### config.mk
export PLATFORM = sky130hd
export DESIGN_NAME = mult_div
export DESIGN_NICKNAME = d
export VERILOG_FILES = /design/src/rtl/mult_div_pkg.sv /design/src/rtl/mult_div_booth_step.sv /design/src/rtl/mult_div.sv
export SDC_FILE = /design/constraint.sdc
export NUM_CORES = 1
export LEC_CHECK = 0
export ABC_AREA = 1
export CAP_MARGIN = 20
export CORE_MARGIN = 2
export CORE_UTILIZATION = 50
export CTS_CLUSTER_SIZE = 14
export DETAILED_ROUTE_END_ITERATION = 10
export PLACE_DENSITY_LB_ADDON = 0.12
export SLEW_MARGIN = 20
export SYNTH_ARGS = -nofsm -noshare
export SYNTH_HDL_FRONTEND = slang
export SYNTH_SLANG_ARGS = --single-unit
### constraint.sdc
create_clock -name clk -period 3.9 [get_ports clk]
set_clock_uncertainty 0.05 [all_clocks]
set_input_delay 0.78 -clock clk [delete_from_list [all_inputs] [get_ports clk]]
set_output_delay 0.78 -clock clk [all_outputs]
set_load 0.03 [all_outputs]
### src/rtl/mult_div_pkg.sv
// Shared constants for the multiply/divide unit and the control unit that
// sequences it: FSM state encodings, the op select codes and the R-type
// funct values for MULT/DIV.
package mult_div_pkg;

    localparam int MD_WIDTH = 32;

    typedef enum logic [1:0] {
        ST_IDLE   = 2'd0,
        ST_RUN    = 2'd1,
        ST_FINISH = 2'd2,
        ST_DONE   = 2'd3
    } md_state_e;

    localparam logic OP_MULT = 1'b0;
    localparam logic OP_DIV  = 1'b1;

    localparam logic [5:0] FUNCT_MULT = 6'h18;
    localparam logic [5:0] FUNCT_DIV  = 6'h1A;

endpackage

### src/rtl/mult_div_booth_step.sv
// One radix-2 Booth iteration on the {A, Q, q-1} accumulator.
// Ports:
//   acc_a_i  [W:0]   upper accumulator A (one guard bit for exact results)
//   q_i      [W-1:0] multiplier / low product half Q
//   qm1_i            the q-1 bit
//   mcand_i  [W:0]   sign-extended multiplicand
//   acc_a_o, q_o, qm1_o  accumulator after add/sub and arithmetic shift
module booth_step #(
    parameter int W = 32
) (
    input  logic [W:0]   acc_a_i,
    input  logic [W-1:0] q_i,
    input  logic         qm1_i,
    input  logic [W:0]   mcand_i,
    output logic [W:0]   acc_a_o,
    output logic [W-1:0] q_o,
    output logic         qm1_o
);

    logic [W:0] sum_s;

    // Add, subtract or keep the multiplicand according to the Booth pair
    always_comb begin
        sum_s = acc_a_i;
        case ({q_i[0], qm1_i})
            2'b01:   sum_s = acc_a_i + mcand_i;
            2'b10:   sum_s = acc_a_i - mcand_i;
            default: sum_s = acc_a_i;
        endcase
    end

    // Arithmetic shift right of the whole {A, Q, q-1} chain
    assign acc_a_o = {sum_s[W], sum_s[W:1]};
    assign q_o     = {sum_s[0], q_i[W-1:1]};
    assign qm1_o   = q_i[0];

endmodule

### src/rtl/mult_div.sv
// Iterative signed multiply (Booth) / divide (restoring) unit with HI/LO.
// Ports:
//   clk, reset (async, active-low)
//   start, op (0 MULT, 1 DIV), a, b   request, sampled only in IDLE
//   busy       high in every state but IDLE
//   done       one-cycle completion pulse
//   div_zero   pulses with done when a DIV had b == 0
//   hi, lo     result registers (MULT: product halves, DIV: rem / quot)
module mult_div
    import mult_div_pkg::*;
#(
    parameter int WIDTH = MD_WIDTH
) (
    input  logic             clk,
    input  logic             reset,
    input  logic             start,
    input  logic             op,
    input  logic [WIDTH-1:0] a,
    input  logic [WIDTH-1:0] b,
    output logic             busy,
    output logic             done,
    output logic             div_zero,
    output logic [WIDTH-1:0] hi,
    output logic [WIDTH-1:0] lo
);

    localparam int CW = $clog2(WIDTH + 1);

    md_state_e        state_q, state_d;
    logic [WIDTH:0]   acc_a_q, acc_a_d;
    logic [WIDTH-1:0] acc_q_q, acc_q_d;
    logic             qm1_q, qm1_d;
    logic [WIDTH-1:0] mcand_q, mcand_d;
    logic [WIDTH-1:0] divs_q, divs_d;
    logic             op_q, op_d;
    logic             a_neg_q, a_neg_d;
    logic             b_neg_q, b_neg_d;
    logic [CW-1:0]    cnt_q, cnt_d;
    logic [WIDTH-1:0] hi_q, hi_d, lo_q, lo_d;
    logic             busy_q, busy_d, done_q, done_d, dz_q, dz_d;

    logic [WIDTH:0]   booth_a_s;
    logic [WIDTH-1:0] booth_q_s;
    logic             booth_qm1_s;
    logic [WIDTH:0]   r_sh_s, trial_s;

    function automatic logic [WIDTH-1:0] neg_val(input logic [WIDTH-1:0] x);
        neg_val = ~x + {{(WIDTH-1){1'b0}}, 1'b1};
    endfunction

    function automatic logic [WIDTH-1:0] abs_val(input logic [WIDTH-1:0] x);
        abs_val = x[WIDTH-1] ? neg_val(x) : x;
    endfunction

    booth_step #(.W(WIDTH)) u_booth (
        .acc_a_i (acc_a_q),
        .q_i     (acc_q_q),
        .qm1_i   (qm1_q),
        .mcand_i ({mcand_q[WIDTH-1], mcand_q}),
        .acc_a_o (booth_a_s),
        .q_o     (booth_q_s),
        .qm1_o   (booth_qm1_s)
    );

    // Restoring divide: shift {R, Q} left and trial-subtract |b|
    assign r_sh_s  = {acc_a_q[WIDTH-1:0], acc_q_q[WIDTH-1]};
    assign trial_s = r_sh_s - {1'b0, divs_q};

    // Next-state, datapath and output-pulse decode
    always_comb begin
        state_d = state_q;
        acc_a_d = acc_a_q;
        acc_q_d = acc_q_q;
        qm1_d   = qm1_q;
        mcand_d = mcand_q;
        divs_d  = divs_q;
        op_d    = op_q;
        a_neg_d = a_neg_q;
        b_neg_d = b_neg_q;
        cnt_d   = cnt_q;
        hi_d    = hi_q;
        lo_d    = lo_q;
        done_d  = 1'b0;
        dz_d    = 1'b0;
        case (state_q)
            ST_IDLE: begin
                if (start) begin
                    op_d    = op;
                    a_neg_d = a[WIDTH-1];
                    b_neg_d = b[WIDTH-1];
                    cnt_d   = {CW{1'b0}};
                    qm1_d   = 1'b0;
                    acc_a_d = {(WIDTH+1){1'b0}};
                    mcand_d = a;
                    divs_d  = abs_val(b);
                    if (op == OP_DIV) begin
                        acc_q_d = abs_val(a);
                        if (b == {WIDTH{1'b0}}) begin
                            state_d = ST_DONE;
                            done_d  = 1'b1;
                            dz_d    = 1'b1;
                        end else begin
                            state_d = ST_RUN;
                        end
                    end else begin
                        acc_q_d = b;
                        state_d = ST_RUN;
                    end
                end else begin
                    state_d = ST_IDLE;
                end
            end
            ST_RUN: begin
                // Counter ticks once per iteration; the cycle that sees it at
                // WIDTH performs no arithmetic and just moves on to FINISH.
                if (cnt_q == CW'(WIDTH)) begin
                    state_d = ST_FINISH;
                end else begin
                    cnt_d = cnt_q + CW'(1);
                    if (op_q == OP_MULT) begin
                        acc_a_d = booth_a_s;
                        acc_q_d = booth_q_s;
                        qm1_d   = booth_qm1_s;
                    end else if (!trial_s[WIDTH]) begin
                        acc_a_d = trial_s;
                        acc_q_d = {acc_q_q[WIDTH-2:0], 1'b1};
                    end else begin
                        acc_a_d = r_sh_s;
                        acc_q_d = {acc_q_q[WIDTH-2:0], 1'b0};
                    end
                end
            end
            ST_FINISH: begin
                state_d = ST_DONE;
                done_d  = 1'b1;
                if (op_q == OP_MULT) begin
                    hi_d = acc_a_q[WIDTH-1:0];
                    lo_d = acc_q_q;
                end else begin
                    // Remainder takes the dividend's sign; quotient negative
                    // when the operand signs differ.
                    hi_d = a_neg_q ? neg_val(acc_a_q[WIDTH-1:0]) : acc_a_q[WIDTH-1:0];
                    lo_d = (a_neg_q ^ b_neg_q) ? neg_val(acc_q_q) : acc_q_q;
                end
            end
            ST_DONE: begin
                state_d = ST_IDLE;
            end
            default: begin
                state_d = ST_IDLE;
            end
        endcase
        busy_d = (state_d != ST_IDLE);
    end

    // State, datapath and registered output flops
    always_ff @(posedge clk or negedge reset) begin
        if (!reset) begin
            state_q <= ST_IDLE;
            acc_a_q <= {(WIDTH+1){1'b0}};
            acc_q_q <= {WIDTH{1'b0}};
            qm1_q   <= 1'b0;
            mcand_q <= {WIDTH{1'b0}};
            divs_q  <= {WIDTH{1'b0}};
            op_q    <= 1'b0;
            a_neg_q <= 1'b0;
            b_neg_q <= 1'b0;
            cnt_q   <= {CW{1'b0}};
            hi_q    <= {WIDTH{1'b0}};
            lo_q    <= {WIDTH{1'b0}};
            busy_q  <= 1'b0;
            done_q  <= 1'b0;
            dz_q    <= 1'b0;
        end else begin
            state_q <= state_d;
            acc_a_q <= acc_a_d;
            acc_q_q <= acc_q_d;
            qm1_q   <= qm1_d;
            mcand_q <= mcand_d;
            divs_q  <= divs_d;
            op_q    <= op_d;
            a_neg_q <= a_neg_d;
            b_neg_q <= b_neg_d;
            cnt_q   <= cnt_d;
            hi_q    <= hi_d;
            lo_q    <= lo_d;
            busy_q  <= busy_d;
            done_q  <= done_d;
            dz_q    <= dz_d;
        end
    end

    assign busy     = busy_q;
    assign done     = done_q;
    assign div_zero = dz_q;
    assign hi       = hi_q;
    assign lo       = lo_q;

endmodule

==> results.yml <==
drt:
  detailroute.via_count: 19867
  wirelength_um: 67300
  drt_first_pass_iters: 5
  drc_errors: 0
  ant_nets: 0
  avgViaCountPerCell: 5.59
  drtIter0Drc: 1580
  wl_per_cell_um: 18.9
global_route:
  antenna_found_initial: 0
  grt_max_degree: 108
  grt_pass1_vias: 19061
  track_usage_pct: 35.2
  grt_pass1_wl_um: 105000
  grt-ovfl-total: 0
status:
  status: "finished clean"
synth:
  synth_edf_count: 0
  yosys.cell_types.count: 51
  syn_nets: 3103
  netlist_area_mm2: 0.0183
  yosys_warnings: 0
  synth_ff_type: "dfrtp_1"
  netlist_instances: 2960
  async_reset_ff_share_pct: 100
  ys_seq_area_share_pct: 28.3
  postSynthAreaPerCell_um2: 6.19
  synth_seq_cells: 207
clocking:
  numCtsBuffers: 25
  cts_sinks: 207
  cts_max_path_buffers: 3
  cts_tree: "yes"
  htree_levels: 1
  clockRootBuffer: "clkbuf_16"
  cts_setup_buffers: 0
  clock_latency_ns: 0.57
  clkTransAtPathRegs_ns: 0.06
setup_path:
  rr_worst_depth: 20
  cp-start-kind: "flip-flop"
  cp.required_ns: 4.30
  cp_max_fo: 18
  cp.arrival_ns: 3.83
  path_class: "reg2reg"
  critPathCaptureType: "flip-flop"
run:
  drv_cap: 0
timing:
  setup_violations: 0
  drv_slew: 0
  rsz0062_at_grt: "false"
  worst_pin_slew_ns: 0.996
  tns_ns: 0
  max_slew_margin_pct: 33.5
  finalCriticalPeriod_ns: 3.43
  hold_viol: 0
  max_freq_mhz: 292
  fin_crit_sh_pct: 87.9
cells_and_area:
  nNetsFinal: 3212
  antenna_cells: 0
  synthToLayoutAreaGrowth_pct: 15.0
  layout-drive-gt1-share_pct: 5.44
floorplan:
  row_count: 70
  die_w_um: 195
  ioPinCount: 135
  die-area_mm2: 0.0382
  dieHeight_um: 195
  start_util_pct: 50.4
  core_mm2: 0.0363
placed_design:
  io_buffer_count: 134
  place.gp.congestion: 1.04
  hpwl_um: 53400
worst_hold_path:
  min_path_type: "in2async"
-- registers in the layout (all words and copies together) (netlist names), 2 cells and up --
name / cells
acc_a_q: 33
acc_q_q: 32
cnt_q: 6
divs_q: 32
hi: 32
lo: 32
mcand_q: 32
state_q: 2
-- through the flow --
| stage | setup WS (ns) | utilization (%) | area [um2] | hold WS, ns | cells |
|---|---|---|---|---|---|
| 5_1_grt | 0.0777 | 58.0 | 21100 | 0.281 | 3554 |
| 3_5_place_dp | 0.311 | 55.7 | 20200 | 0.419 | 3510 |
| 6_report | 0.470 | 58.0 | 21100 | 0.235 | 3554 |
| 3_3_place_gp | 0.372 | 55.7 | 20200 | 0.415 | 3510 |
| 2_1_floorplan | 0.813 | - | 18300 | 0.399 | 2960 |
| 4_1_cts | 0.290 | 58.0 | 21100 | 0.245 | 3554 |
-- path summary, 6_finish.rpt --
kind,start,to,slack (ns)
setup / recovery,qm1_q,acc_a_q[28],0.47
hold / removal,reset,hi[22],0.24
setup reg to reg,qm1_q,acc_a_q[28],0.47
hold reg to reg,lo[25],lo[25],0.43
max in group asynchronous,reset,mcand_q[13],2.71
min in group clk,lo[25],lo[25],0.43
-- logic make-up after synthesis --
logic type / after synthesis / synth area share (%)
xor gates and xnor gates: 110 / 5.26
adders and majority gates: 75 / 5.20
AOI/OAI and AO/OA: 502 / 14.7
and+or+nand+nor: 1569 / 36.1
DFF: 207 / 28.3
buffers and inverters: 497 / 10.4
-- layer usage --
layer / global-route usage [%] / vias up / routed length [um]
li1: - / 9699 / -
met1: 44.6 / 9191 / 27500
met2: 58.1 / 796 / 31100
met3: 4.40 / 181 / 4460
met4: 20.3 / 0 / 4190
met5: 0 / - / 0
-- cell usage in the layout, fill, tap and decap left out, types with 10 or more instances in the layout --
master             n
xnor2_1           37
dfrtp_1          207
nor2_1           278
xor2_1            73
o21bai_1          10
clkdlybuf4s50_1  133
ha_1              72
nor3_1            40
nand3b_1          18
inv_2             22
clkbuf_16         25
nand2_1          915
o21ai_1           45
buf_4             48
inv_1            369
o21ai_0          180
nand4_1           30
nand2_2           10
a21oi_1          216
nor2_2            10
nand3_1          217
-- Yosys cell counts (4+ instances only) --
library cell    n  share of area [%]
nor3_1         40                1.1
nand3_2         5               0.27
nand2_2         9               0.31
o21ai_0       180                4.9
o31ai_1         9               0.37
inv_1         369                7.6
xnor2_1        37                1.8
xor2_1         73                3.5
nor4_1          6               0.20
o211ai_1        7               0.29
inv_2          21               0.43
nor3_2          6               0.33
o22ai_1         6               0.20
buf_1          14               0.29
o21ai_1        45                1.2
dfrtp_1       207                 28
nor2_4          4               0.25
nor2_1        278                5.7
nand3_1       217                5.9
or2_2           7               0.24
clkbuf_1       59                1.2
a21oi_1       216                5.9
a31oi_1         5               0.17
nand4_1        30                1.0
o21bai_1       10               0.41
nand3b_1       18               0.74
or2_1           7               0.24
nand2_1       917                 19
nor2_2         10               0.34
buf_2          27               0.74
a22oi_1         4               0.16
ha_1           73                5.0
o21ai_2         5               0.24
clkinv_1        4              0.082
o221ai_1        8               0.38
-- timing repair --
action	CTS	global route
hold buffers	0	0
gates resized for setup	0	1
endpoints found under the hold margin	0	0
endpoints found under the setup margin	0	7
-- layout make-up --
class	count	area, um2
Tap cell	468	586
Clock buffer	35	703
Multi-Input combinational cell	2256	11200
Fill cell	3616	15300
Clock inverter	9	118
Inverter	394	1480
Sequential cell	207	5180
Timing Repair Buffer	185	1770
-- critical path: stages, from the launching register on --
cell	delay, ns
dfrtp_1	0.37
inv_1	0.08
ha_2	0.33
inv_2	0.19
a21oi_2	0.22
nand2_1	0.13
nor2_2	0.16
o21ai_1	0.12
xor2_1	0.14
inv_1	0.06
ha_1	0.37
a21oi_1	0.23
nor2_1	0.06
nor2_1	0.08
nand2_1	0.06
a21oi_1	0.22
nand3_1	0.11
nand3_1	0.16
nand2_1	0.07
nand3_1	0.06
nand2_1	0.05
Power is not shown: default switching activity piles up to over one toggle a cycle in this logic, so the estimate is an artifact.
